$ cat config.mk
export PLATFORM = sky130hd
export DESIGN_NAME = ltc6912_agc_flat
export DESIGN_NICKNAME = d
export VERILOG_FILES = /design/src/rtl/ltc6912_pkg.sv /design/src/rtl/ltc6912_agc_if.sv /design/src/rtl/ltc6912_peak_detect.sv /design/src/rtl/ltc6912_agc.sv /design/src/flat_wrapper.sv
export SDC_FILE = /design/constraint.sdc
export NUM_CORES = 1
export LEC_CHECK = 0
export CAP_MARGIN = 20
export CORE_MARGIN = 4
export CORE_UTILIZATION = 57
export CTS_CLUSTER_SIZE = 14
export DETAILED_ROUTE_END_ITERATION = 7
export PLACE_DENSITY = 0.87
export SYNTH_ARGS = -nofsm -noshare
export SYNTH_HDL_FRONTEND = slang
export SYNTH_HIERARCHICAL = 1
export SYNTH_SLANG_ARGS = --single-unit
$ cat constraint.sdc
create_clock -name clk -period 5.6 [get_ports clk]
set_clock_uncertainty 0.05 [all_clocks]
set_input_delay 1.12 -clock clk [delete_from_list [all_inputs] [get_ports clk]]
set_output_delay 1.12 -clock clk [all_outputs]
set_load 0.1 [all_outputs]
$ cat src/rtl/ltc6912_pkg.sv
// Shared types and constants for the LTC6912 gain-control path.
// Gain codes follow the LTC6912 nibble encoding; bit 3 requests software shutdown.
package ltc6912_pkg;

    typedef enum logic [2:0] {
        ST_INIT,
        ST_MEASURE,
        ST_DECIDE,
        ST_SEND,
        ST_SETTLE
    } agc_state_t;

    localparam logic [3:0] GAIN_0   = 4'd0;
    localparam logic [3:0] GAIN_1   = 4'd1;
    localparam logic [3:0] GAIN_2   = 4'd2;
    localparam logic [3:0] GAIN_5   = 4'd3;
    localparam logic [3:0] GAIN_10  = 4'd4;
    localparam logic [3:0] GAIN_20  = 4'd5;
    localparam logic [3:0] GAIN_50  = 4'd6;
    localparam logic [3:0] GAIN_100 = 4'd7;
    localparam logic [3:0] SHUTDOWN = 4'd8;

    // The shutdown bit is always masked so the amplifier is never powered down.
    function automatic logic [7:0] pack_gain(input logic [3:0] code_b, input logic [3:0] code_a);
        return {code_b & ~SHUTDOWN, code_a & ~SHUTDOWN};
    endfunction

endpackage

$ cat src/rtl/ltc6912_agc_if.sv
// Valid/ready link carrying the packed gain byte from the AGC to the SPI driver.
interface ltc6912_agc_if;
    logic [7:0] gain_val;
    logic       gain_valid;
    logic       gain_ready;

    modport master (output gain_val, output gain_valid, input gain_ready);
    modport slave  (input gain_val, input gain_valid, output gain_ready);
endinterface

$ cat src/rtl/ltc6912_peak_detect.sv
// Running peak of |sample| for one channel; the most negative code saturates
// to the largest positive magnitude.
module ltc6912_peak_detect #(
    parameter int SAMPLE_W = 12
) (
    input  logic                       clk,
    input  logic                       clr,
    input  logic                       en,
    input  logic signed [SAMPLE_W-1:0] sample,
    output logic        [SAMPLE_W-2:0] peak
);

    // For negative inputs the two's-complement negation fits in SAMPLE_W-1 bits,
    // except for the minimum code which wraps to zero and is caught explicitly.
    function automatic logic [SAMPLE_W-2:0] abs_sat(input logic signed [SAMPLE_W-1:0] s);
        logic [SAMPLE_W-2:0] low;
        low = s[SAMPLE_W-2:0];
        if (s[SAMPLE_W-1] && (low == '0))
            return '1;
        if (s[SAMPLE_W-1])
            return ~low + 1'b1;
        return low;
    endfunction

    logic [SAMPLE_W-2:0] mag;

    assign mag = abs_sat(sample);

    always_ff @(posedge clk) begin
        if (clr)
            peak <= '0;
        else if (en && (mag > peak))
            peak <= mag;
    end

endmodule

$ cat src/rtl/ltc6912_agc.sv
// Two-channel AGC: windowed peak measurement, one-step gain decisions, gain byte
// hand-off to the LTC6912 driver, and a settle interval after every update.
module ltc6912_agc
    import ltc6912_pkg::*;
#(
    parameter int         SAMPLE_W    = 12,
    parameter int         WINDOW      = 1024,
    parameter int         HIGH_THRESH = 1800,
    parameter int         LOW_THRESH  = 400,
    parameter int         SETTLE      = 64,
    parameter logic [3:0] INIT_CODE   = GAIN_1,
    parameter logic [3:0] MIN_CODE    = GAIN_1,
    parameter logic [3:0] MAX_CODE    = GAIN_100
) (
    input  logic                       clk,
    input  logic                       reset,
    input  logic                       sample_valid,
    input  logic signed [SAMPLE_W-1:0] sample_a,
    input  logic signed [SAMPLE_W-1:0] sample_b,
    ltc6912_agc_if.master              gain,
    output logic        [3:0]          code_a,
    output logic        [3:0]          code_b,
    output logic        [SAMPLE_W-2:0] peak_a,
    output logic        [SAMPLE_W-2:0] peak_b,
    output logic                       update
);

    localparam int CNT_MAX = (WINDOW > SETTLE) ? WINDOW : SETTLE;
    localparam int CNT_W   = $clog2(CNT_MAX + 1);
    localparam logic [CNT_W-1:0]    WIN_LAST    = CNT_W'(WINDOW - 1);
    localparam logic [CNT_W-1:0]    SETTLE_LAST = CNT_W'(SETTLE - 1);
    localparam logic [SAMPLE_W-2:0] HI_T        = (SAMPLE_W-1)'(HIGH_THRESH);
    localparam logic [SAMPLE_W-2:0] LO_T        = (SAMPLE_W-1)'(LOW_THRESH);

    function automatic logic [3:0] step_code(input logic [SAMPLE_W-2:0] pk, input logic [3:0] c);
        if ((pk >= HI_T) && (c > MIN_CODE))
            return c - 4'd1;
        if ((pk < LO_T) && (c < MAX_CODE))
            return c + 4'd1;
        return c;
    endfunction

    agc_state_t          state, state_nx;
    logic [CNT_W-1:0]    cnt;
    logic [SAMPLE_W-2:0] acc_a, acc_b;
    logic [3:0]          nx_a, nx_b;
    logic                acc_en, acc_clr, counting, cnt_done;

    assign counting = (state == ST_MEASURE) || (state == ST_SETTLE);
    assign cnt_done = sample_valid &&
                      (((state == ST_MEASURE) && (cnt == WIN_LAST)) ||
                       ((state == ST_SETTLE)  && (cnt == SETTLE_LAST)));
    assign acc_en   = (state == ST_MEASURE) && sample_valid;
    assign acc_clr  = reset || (state == ST_INIT) || (state == ST_DECIDE) ||
                      ((state == ST_SETTLE) && cnt_done);
    assign nx_a     = step_code(acc_a, code_a);
    assign nx_b     = step_code(acc_b, code_b);

    ltc6912_peak_detect #(.SAMPLE_W(SAMPLE_W)) u_peak_a (
        .clk    (clk),
        .clr    (acc_clr),
        .en     (acc_en),
        .sample (sample_a),
        .peak   (acc_a)
    );

    ltc6912_peak_detect #(.SAMPLE_W(SAMPLE_W)) u_peak_b (
        .clk    (clk),
        .clr    (acc_clr),
        .en     (acc_en),
        .sample (sample_b),
        .peak   (acc_b)
    );

    always_comb begin
        state_nx        = state;
        gain.gain_valid = 1'b0;
        gain.gain_val   = 8'h00;
        case (state)
            ST_INIT:    state_nx = ST_SEND;
            ST_MEASURE: if (cnt_done) state_nx = ST_DECIDE;
            ST_DECIDE:  state_nx = ((nx_a != code_a) || (nx_b != code_b)) ? ST_SEND : ST_MEASURE;
            ST_SEND: begin
                gain.gain_valid = 1'b1;
                gain.gain_val   = pack_gain(code_b, code_a);
                if (gain.gain_ready)
                    state_nx = ST_SETTLE;
            end
            ST_SETTLE:  if (cnt_done) state_nx = ST_MEASURE;
            default:    state_nx = ST_INIT;
        endcase
    end

    always_ff @(posedge clk) begin
        if (reset) begin
            state  <= ST_INIT;
            cnt    <= '0;
            code_a <= INIT_CODE;
            code_b <= INIT_CODE;
            peak_a <= '0;
            peak_b <= '0;
            update <= 1'b0;
        end else begin
            state  <= state_nx;
            update <= (state == ST_SEND) && gain.gain_ready;

            // One counter serves both the measurement window and the settle interval.
            if (!counting || cnt_done)
                cnt <= '0;
            else if (sample_valid)
                cnt <= cnt + 1'b1;

            if (state == ST_INIT) begin
                code_a <= INIT_CODE;
                code_b <= INIT_CODE;
            end else if (state == ST_DECIDE) begin
                code_a <= nx_a;
                code_b <= nx_b;
                peak_a <= acc_a;
                peak_b <= acc_b;
            end
        end
    end

endmodule

$ cat src/flat_wrapper.sv
// flat-port wrapper written by rule: the top's interface ports become plain ports
module ltc6912_agc_flat import ltc6912_pkg::*;
#(
    parameter int         SAMPLE_W    = 12,
    parameter int         WINDOW      = 1024,
    parameter int         HIGH_THRESH = 1800,
    parameter int         LOW_THRESH  = 400,
    parameter int         SETTLE      = 64,
    parameter logic [3:0] INIT_CODE   = GAIN_1,
    parameter logic [3:0] MIN_CODE    = GAIN_1,
    parameter logic [3:0] MAX_CODE    = GAIN_100
)
  (clk, reset, sample_valid, sample_a, sample_b, code_a, code_b, peak_a, peak_b, update, gain_gain_val, gain_gain_valid, gain_gain_ready);
  ltc6912_agc_if gain_i ();
  input  logic clk;
  input  logic reset;
  input  logic sample_valid;
  input  logic signed [SAMPLE_W-1:0] sample_a;
  input  logic signed [SAMPLE_W-1:0] sample_b;
  output logic        [3:0] code_a;
  output logic        [3:0] code_b;
  output logic        [SAMPLE_W-2:0] peak_a;
  output logic        [SAMPLE_W-2:0] peak_b;
  output logic update;
  output wire logic [$bits(gain_i.gain_val)-1:0] gain_gain_val;
  output wire logic [$bits(gain_i.gain_valid)-1:0] gain_gain_valid;
  input wire logic [$bits(gain_i.gain_ready)-1:0] gain_gain_ready;
  assign gain_gain_val = gain_i.gain_val;
  assign gain_gain_valid = gain_i.gain_valid;
  assign gain_i.gain_ready = gain_gain_ready;
  ltc6912_agc #(.SAMPLE_W(SAMPLE_W), .WINDOW(WINDOW), .HIGH_THRESH(HIGH_THRESH), .LOW_THRESH(LOW_THRESH), .SETTLE(SETTLE), .INIT_CODE(INIT_CODE), .MIN_CODE(MIN_CODE), .MAX_CODE(MAX_CODE)) u_core (.clk(clk), .reset(reset), .sample_valid(sample_valid), .sample_a(sample_a), .sample_b(sample_b), .gain(gain_i), .code_a(code_a), .code_b(code_b), .peak_a(peak_a), .peak_b(peak_b), .update(update));
endmodule
# Yosys cells after proc, flatten, opt, wreduce, memory -nomap -nowiden
# Index checks and enable logic that the tools add are counted.
[totals]
out_inout_bits = 40
register_bits = 67
elab_cells = 104
[classes]
mux = 35
n_reduce_logical = 29
n_eq_ne = 11
addsub = 7
magnitude_cmp = 10
n_bitwise = 3
[op_table]
columns = ["op", "n"]
rows = [
  ["$mux 11", 8],
  ["$add 11x1->11 const B", 3],
  ["$mux 4", 8],
  ["$ge 11x11->1 const B", 2],
  ["$gt 11x11->1", 2],
  ["$logic_not 11->1", 2],
  ["$lt 11x9->1 const B", 2],
  ["$not 11->11", 2],
  ["$pmux 3 s5", 1],
  ["$logic_and 1x1->1", 14],
  ["$mux 1", 13],
  ["$eq 11x10->1 const B", 1],
  ["$eq 11x6->1 const B", 1],
  ["$mux 3", 3],
  ["$add 4x1->4 const B", 2],
  ["$gt 4x1->1 const B", 2],
  ["$lt 4x3->1 const B", 2],
  ["$ne 4x4->1", 2],
  ["$sub 4x1->4 const B", 2],
  ["$logic_or 1x1->1", 7],
  ["$mux 7", 1],
  ["$eq 3x2->1 const B", 2],
  ["$ne 2x1->1 const B", 2],
  ["$reduce_or 2->1", 2],
  ["9 further kinds", 9],
]

# Depth between registers and ports, before layout
# Gate-level depths: netlist (run 1).
[depth]
ltp_word = 10
mapped_depth = 13
mapped_depth_nobuf = 12

# Modules after synthesis
# The synthesis (run 1) kept the hierarchy.
[modules_own_cells]
columns = ["mod", "seq_area_each_um2", "area_per_inst_um2", "cells_each", "instances"]
rows = [
  ["ltc6912_agc", 900.9, 2157.1, 269, 1],
  ["ltc6912_peak_detect", 220.2, 1056.0, 133, 2],
]

# Least setup slack after synthesis (run 1)
# No wires, ideal clock.
[synth_timing]
path_type = "input to register"
startpoint = "input port sample_a[0]"
endpoint = "register u_core.u_peak_a.peak[1]"
arrival_ps = 3787
setup_slack_ps = 1642
stages = 13
path_buffers = 1
path_cell_list = "inv_1 > ha_1 > nor3b_1 > a21oi_1 > xor2_1 > or2_2 > ha_1 > nand2_1 > nor3_1 > a221oi_1 > a21oi_1 > buf_2 > mux2_2"
[synth_between]
elab_chain_cells = 7
[synth_rtl]
columns = ["item", "line", "source"]
rows = [
  ["from (decl)", "flat_wrapper.sv:18", "input logic signed [SAMPLE_W-1:0] sample_a;"],
  ["$not 11->11", "ltc6912_peak_detect.sv:21", "return ~low + 1'b1;"],
  ["$add 11x1->11", "ltc6912_peak_detect.sv:21", ""],
  ["$mux 11", "ltc6912_peak_detect.sv:20", "if (s[SAMPLE_W-1])"],
  ["$mux 11", "ltc6912_peak_detect.sv:22", "return low;"],
  ["$mux 11 (*)", "ltc6912_peak_detect.sv:20", ""],
  ["via u_core.u_peak_a.mag[6]", "ltc6912_peak_detect.sv:25", "logic [SAMPLE_W-2:0] mag;"],
  ["$gt 11x11->1 (*)", "ltc6912_peak_detect.sv:32", "else if (en && (mag > peak))"],
  ["$logic_and 1x1->1 (*)", "ltc6912_peak_detect.sv:32", ""],
  ["to (signal assigned)", "ltc6912_peak_detect.sv:33", "peak <= mag;"],
  ["to (decl)", "ltc6912_peak_detect.sv:10", "output logic [SAMPLE_W-2:0] peak"],
]
# The timed path passes the listed nets; every way through them passes the cells marked *.
# A chain may end at the register's enable or synchronous reset.

# Worst setup path in the final report (run 1)
[layout_timing]
startpoint = "input port sample_b[0]"
endpoint = "register u_core.u_peak_b.peak[5]"
[layout_between]
elab_chain_cells = 7
[layout_rtl]
columns = ["item", "line", "source"]
rows = [
  ["from (decl)", "flat_wrapper.sv:19", "input logic signed [SAMPLE_W-1:0] sample_b;"],
  ["$not 11->11", "ltc6912_peak_detect.sv:21", ""],
  ["$add 11x1->11", "ltc6912_peak_detect.sv:21", ""],
  ["$mux 11", "ltc6912_peak_detect.sv:20", ""],
  ["$mux 11", "ltc6912_peak_detect.sv:22", ""],
  ["$mux 11 (*)", "ltc6912_peak_detect.sv:20", ""],
  ["via u_core.u_peak_b.mag[2]", "ltc6912_peak_detect.sv:25", ""],
  ["$gt 11x11->1 (*)", "ltc6912_peak_detect.sv:32", ""],
  ["$logic_and 1x1->1 (*)", "ltc6912_peak_detect.sv:32", ""],
  ["to (signal assigned)", "ltc6912_peak_detect.sv:33", ""],
  ["to (decl)", "ltc6912_peak_detect.sv:10", ""],
]
# Marked as above.

==> results of run 1 <==
==> cell usage in the layout, fill, tap and decap left out, types with 3 or more instances in the layout <==
cell	synthesis	routed
a211oi_2	3	3
a21o_1	6	6
a21oi_1	46	46
a221oi_1	5	5
a31oi_1	3	3
and2_1	10	10
and3_1	8	8
and3b_1	4	4
and4_1	4	4
buf_4	2	5
clkbuf_1	15	3
clkbuf_8	0	12
clkdlybuf4s50_1	0	65
dfxtp_1	67	67
ha_1	31	31
inv_1	31	31
mux2_2	10	10
mux2i_1	14	14
nand2_1	86	86
nand3_1	18	18
nand4_1	6	6
nor2_1	47	47
nor3_1	12	12
nor4_1	5	5
o211ai_1	3	3
o21a_1	3	3
o21ai_0	15	15
o21ai_1	4	4
or2_2	3	3
or3_1	5	5
xnor2_1	12	12
xor2_1	12	12
==> power groups by stage <==
stage	Sequential (W)	Clock, W	Combinational (W)
6_report	0.000503	0.000420	0.000286
5_1_grt	0.000505	0.000448	0.000309
4_1_cts	0.000503	0.000424	0.000274
3_5_place_dp	0.000513	0	0.000272
3_3_place_gp	0.000513	0	0.000261
2_1_floorplan	0.000534	0	0.000173
==> area by class of cell <==
type / count / area [um2] / area share, %
multi-input combinational: 412 / 2710 / 51.6
inverter: 33 / 124 / 2.36
timing repair buffer: 72 / 743 / 14.2
tap: 99 / 124 / 2.36
sequential: 67 / 1340 / 25.6
clock buffer: 15 / 176 / 3.36
clock inverter: 1 / 30.0 / 0.573
==> per-stage QoR <==
| step | util, % | instances |
|---|---|---|
| 2_1_floorplan | - | 536 |
| 3_3_place_gp | 68.5 | 679 |
| 3_5_place_dp | 68.6 | 680 |
| 4_1_cts | 71.4 | 696 |
| 5_1_grt | 72.3 | 699 |
| 6_report | 72.3 | 699 |
==> sequential cells by signal, indices dropped and copies added, names as in the netlist, 3 cells and up <==
signal and cells:
u_core/peak_b 11, u_core/state 3, u_core/peak_a 11, u_core/code_a 4
u_core/cnt 11, u_core/u_peak_a/peak 11, u_core/u_peak_b/peak 11, u_core/code_b 4
==> logic make-up after synthesis <==
group / count (synthesis)
other: 1
xor gates and xnor gates: 24
DFF: 67
buffers and inverters: 57
and+or+nand+nor: 223
muxes: 26
AOI/OAI and AO/OA: 106
adders and majority gates: 31
==> per-layer routing <==
layer  global-route usage (%)  wire [um]  vias to the layer above
met3                     4.38        634                       32
met5                        0          0                        -
met1                     29.6       4510                     1921
met2                     43.3       5580                      162
li1                         -          -                     1988
met4                     9.86        278                        0
==> worst paths after layout <==
kind                          start                       to  slack, ns  cells past startpoint
hold / removal    u_core/peak_b[10]        u_core/peak_b[10]       0.41                      2
hold reg to reg   u_core/peak_b[10]        u_core/peak_b[10]       0.41                      2
setup / recovery        sample_b[0]  u_core/u_peak_b/peak[5]       0.46                     13
setup reg to reg    u_core/state[0]  u_core/u_peak_b/peak[5]       2.75                      5
==> critical path: stages <==
cell and delay (ns):
clkdlybuf4s50_1 0.53, inv_1 0.17, ha_1 0.17, nor3b_1 0.59, nand4_1 0.61, nand2_1 0.23
ha_1 0.18, nand2_1 0.07, o21ai_0 0.24, a221oi_1 0.14, a21oi_1 0.64, buf_4 0.29
mux2_2 0.33
==> metrics, run 1 <==
Power Dens Cells=between 200 and 250 mW/mm2; routed wire length=11000 um; Final Cycle Share=around 92%; fin crit period=a little over 5 ns; largest cells by area after synthesis=dfxtp_1 (31%), ha_1 (9.1%), nand2_1 (7.6%), a21oi_1 (5.4%), nor2_1 (4.1%); Cell Area, Synth=0.00427 mm2; final hold violations=0; RSZ-0062 raised after global routing=false; xor/xnor cell area share of the yosys netlist=slightly below 5%; Main synth FF type=dfxtp_1; worst slew pin tran=1.00 ns; final setup vio count=0; leakage=2.00 nW; Die ar.=between 0.008 and 0.009 mm2; synthesis-to-finish area growth=22.8%; Simple-Gate Fraction of Synth Area=between 20% and 30%; Synth Area in Compound Gates=approximately 17%; Avg Inst Size Synth=7.98 um2; Yosys top cell by area=dfxtp_1; Clock Power Share=between 30% and 40%; via count=approximately 4100; Post-Place Setup Slack=between 0.08 and 0.09 ns; Post-synth ARST share=0%; number of synthesized flops with an enable pin=0; Design Area, Final=around 0.0052 mm2; maximum vdd drop=approximately 150 uV; sequential share of the synthesized area=a little under a third; H-tree levels=3; HPWL Detailed=between 7000 and 8000 um; CTS buffer count=9; status=finished, final reports clean; Setup TNS Final=0 ns; multiplexer share of the synthesized area=~6.6%; 1st-iter DRT viols=approximately 320; row cnt=31; critical path startpoint category=input pin; Internal=approximately 0.00084 W; post-synth cell types=57; Min Hold Slack=between 0.4 and 0.5 ns; Logic pwr share=between 20% and 30%; Total Power=around 0.0012 W; via/cell ratio=a little under 6; Max-Slew Margin vs Limit=about a third; initial core utilization=58.9%; grt ovf=0; Fillers=between 500 and 600; drc violations=0; worst min path class=flop to flop; Clk pin slew, worst setup/hold paths=~0.070 ns; Yosys reg bits=between 60 and 70; Horiz. Die Dim=approximately 95 um; WP data required=5.78 ns; post-CTS sizing=0; Port Buffers=between 60 and 70; nets@finish=654; sequential power share=between 40% and 50%; TritonCTS clock tree=yes; Antenna Cells=0; crit end category=flop; type of the worst setup path=input pin to flop; NetSw=roughly 0.00037 W; vias in the first global route=slightly below 4000; GP Congestion=around 0.95; area post-placement=0.00497 mm2; fmax=between 0.15 and 0.2 GHz; top-count cell post-synth=nand2_1; postcts setup bufs=0; CTS sink cnt=between 60 and 70; Net Sw Frac=between 30% and 40%; max-slew violations=0; I/O Pins=between 60 and 70; core area=about 0.0073 mm2; PnR worst setup slack=approximately 0.46 ns; maxcap violations=0; overall routing resource usage=between 20% and 30%; Max Root-Sink Buffers=2; critical path data arrival time=5.32 ns; cells after synthesis=535; ANT nets after route=0; Avg WL per Cell=~16 um; # hold bufs at CTS=0; first-pass GRT wire length=approximately 18000 um; top post-synthesis cells by count=nand2_1 (86), dfxtp_1 (67), nor2_1 (47), a21oi_1 (46); fraction of layout cells with a size suffix above 1=under 10%; yosys warns=6; main combinational cell family by area after synthesis=simple AND/OR/NAND/NOR gates; critical path peak fanout=13; share of the synthesized area in the top cell type=31.4%; drt pass-1 iters=5; Die Ht=~95 um; Synth Area in Adders=~9.1%; initial antenna violation count=0; Clk Latency, worst-skew pair=around 0.34 ns; pin count of the biggest net entering global routing=36; clock root cell=clkbuf_8
No activity file was read; power rests on OpenSTA's default activity.
==> run 2: changes to the inputs <==
--- a/config.mk
+++ b/config.mk
@@ -5,6 +5,7 @@
 export SDC_FILE = /design/constraint.sdc
 export NUM_CORES = 1
 export LEC_CHECK = 0
+export ABC_CLOCK_PERIOD_IN_PS = 5600
 export CAP_MARGIN = 20
 export CORE_MARGIN = 4
 export CORE_UTILIZATION = 57
==> results of run 2 <==
No change in the layout: final DEF, timing and power equal those of run 1.
==> run 3: changes to the inputs <==
--- a/config.mk
+++ b/config.mk
@@ -8,10 +8,10 @@
 export ABC_CLOCK_PERIOD_IN_PS = 5600
 export CAP_MARGIN = 20
 export CORE_MARGIN = 4
-export CORE_UTILIZATION = 57
+export CORE_UTILIZATION = 59
 export CTS_CLUSTER_SIZE = 14
 export DETAILED_ROUTE_END_ITERATION = 7
-export PLACE_DENSITY = 0.87
+export PLACE_DENSITY = 0.9
 export SYNTH_ARGS = -nofsm -noshare
 export SYNTH_HDL_FRONTEND = slang
 export SYNTH_HIERARCHICAL = 1
==> run 3 against run 2 <==
Compared with the run above: clock-buffer cell count unchanged; register-to-register slack worse by 0.30 ns; combinational power is 1% lower; global-route usage decreased by 0.18 points; first-iteration DRC count down 3.7%; largest cell class unchanged; highest routed layer unchanged; largest power group unchanged; non-clock buffer count shrank 2; critical path depth unchanged; sequential power about the same.
==> metrics, run 3 (synthesized netlist as in run 1, its figures left out) <==
Die ar.=roughly 0.0087 mm2; RSZ-0062 raised after global routing=false; via count=between 4000 and 5000; Clk Latency, worst-skew pair=~0.34 ns; drt pass-1 iters=5; # hold bufs at CTS=0; Avg WL per Cell=15.3 um; postcts setup bufs=0; post-CTS sizing=0; CTS buffer count=9; Clock Power Share=between 30% and 40%; most frequent cells in the layout=nand2_1 (86), dfxtp_1 (67), clkdlybuf4s50_1 (65); fmax=between 0.2 and 0.25 GHz; CP top delay family=simple AND/OR/NAND/NOR gates; Bufs and invs on worst path=3; FF-to-FF setup slack=roughly 2.5 ns; slowest stage delay, CP=about 0.6 ns; pin count of the biggest net entering global routing=36; leakage=1.99 nW; critical path data arrival time=just over 5 ns; maximum vdd drop=between 100 and 150 uV; cells along the critical path=clkdlybuf4s50_1 > inv_1 > ha_1 > nor3b_1 > nand4_1 > nand2_1 > ha_1 > nand2_1 > o21ai_0 > a221oi_1 > a21oi_1 > buf_6 > mux2_2; status=finished, final reports clean; commonest non-fill, non-tap cell in the layout=nand2_1; type of the worst setup path=input pin to flop; TritonCTS clock tree=yes; nets@finish=652; CTS sink cnt=67; synthesis-to-finish area growth=22.2%; sequential power share=approximately two fifths; WP data required=roughly 5.8 ns; worst min path class=flop to flop; vias in the first global route=roughly 3800; row cnt=30; I/O Pins=68; CP max-delay cell=nand4_1; final hold violations=0; initial antenna violation count=0; ANT nets after route=0; via/cell ratio=~6; Port Buffers=between 60 and 70; Power Dens Cells=around 230 mW/mm2; GP Congestion=0.965; NetSw=~0.00037 W; Max Root-Sink Buffers=2; final setup vio count=0; Horiz. Die Dim=about 93 um; Design Area, Final=approximately 0.0052 mm2; overall routing resource usage=24.4%; Max-Slew Margin vs Limit=between 30% and 40%; crit end category=flop; Util after Layout=between 70% and 80%; first-pass GRT wire length=between 15000 and 20000 um; maxcap violations=0; Logic pwr share=about a quarter; Setup TNS Final=0 ns; initial core utilization=about 62%; area post-placement=0.00495 mm2; Net Sw Frac=a little under a third; Internal=~0.00083 W; Die Ht=slightly above 90 um; core area=around 0.007 mm2; 1st-iter DRT viols=310; Clk pin slew, worst setup/hold paths=approximately 0.07 ns; max-slew violations=0; worst slew pin tran=1.00 ns; critical path startpoint category=input pin; clock root cell=clkbuf_8; fin crit period=between 4 and 5 ns; Antenna Cells=0; drc violations=0; Final Cycle Share=88.7%; HPWL Detailed=7690 um; fraction of layout cells with a size suffix above 1=7.53%; H-tree levels=3; grt ovf=0; critical path peak fanout=13; routed wire length=between 10000 and 15000 um
-- run 3: layout make-up --
type                    instances  area (um2)
flip-flops and latches         67        1340
clock buffers                  15         176
inverters                      33         124
fillers                       495        1690
repair buffers                 70         719
clock inverters                 1        30.0
multi-input cells             412        2710
well taps                      96         120
-- run 3: final timing paths --
| path | end | cells after the start | startpoint |
|---|---|---|---|
| min | u_core/peak_b[4] | 2 | u_core/peak_b[4] |
| max | u_core/u_peak_a/peak[2] | 13 | sample_a[0] |
| min reg2reg | u_core/peak_b[4] | 2 | u_core/peak_b[4] |
| max reg2reg | u_core/u_peak_b/peak[6] | 8 | u_core/cnt[6] |
-- run 3: power groups by stage --
stage                     Clock (W)  Sequential [W]  Combinational (W)
after floorplan                   0        0.000534           0.000173
after global placement            0        0.000512           0.000260
after detailed placement          0        0.000513           0.000268
after CTS                  0.000424        0.000503           0.000271
after global routing       0.000444        0.000505           0.000305
final                      0.000418        0.000503           0.000282
-- run 3: stage by stage --
step	power, W	setup slack (ns)	hold slack [ns]	cells
5_1_grt	0.00125	0.279	0.424	694
3_3_place_gp	0.000772	0.370	0.393	674
2_1_floorplan	0.000707	1.64	0.382	536
4_1_cts	0.00120	0.470	0.405	690
6_report	0.00120	0.633	0.404	694
3_5_place_dp	0.000782	0.100	0.396	674
-- run 3: routing by layer --
layer / up-vias / wire (um) / global-route usage [%]
li1: 1986 / - / -
met1: 1868 / 4490 / 29.9
met2: 181 / 5240 / 42.4
met3: 22 / 748 / 4.67
met4: 0 / 173 / 9.28
met5: - / 0 / 0
-- run 3: worst register-to-register path: cells and delay by family, from the launching register on --
kind	cells	cell delay, ns
AND/OR/NAND/NOR	3	0.81
flip-flops	1	0.42
AO/OA/AOI/OAI	3	1.15
multiplexers	1	0.13
buffers and inverters	1	0.47
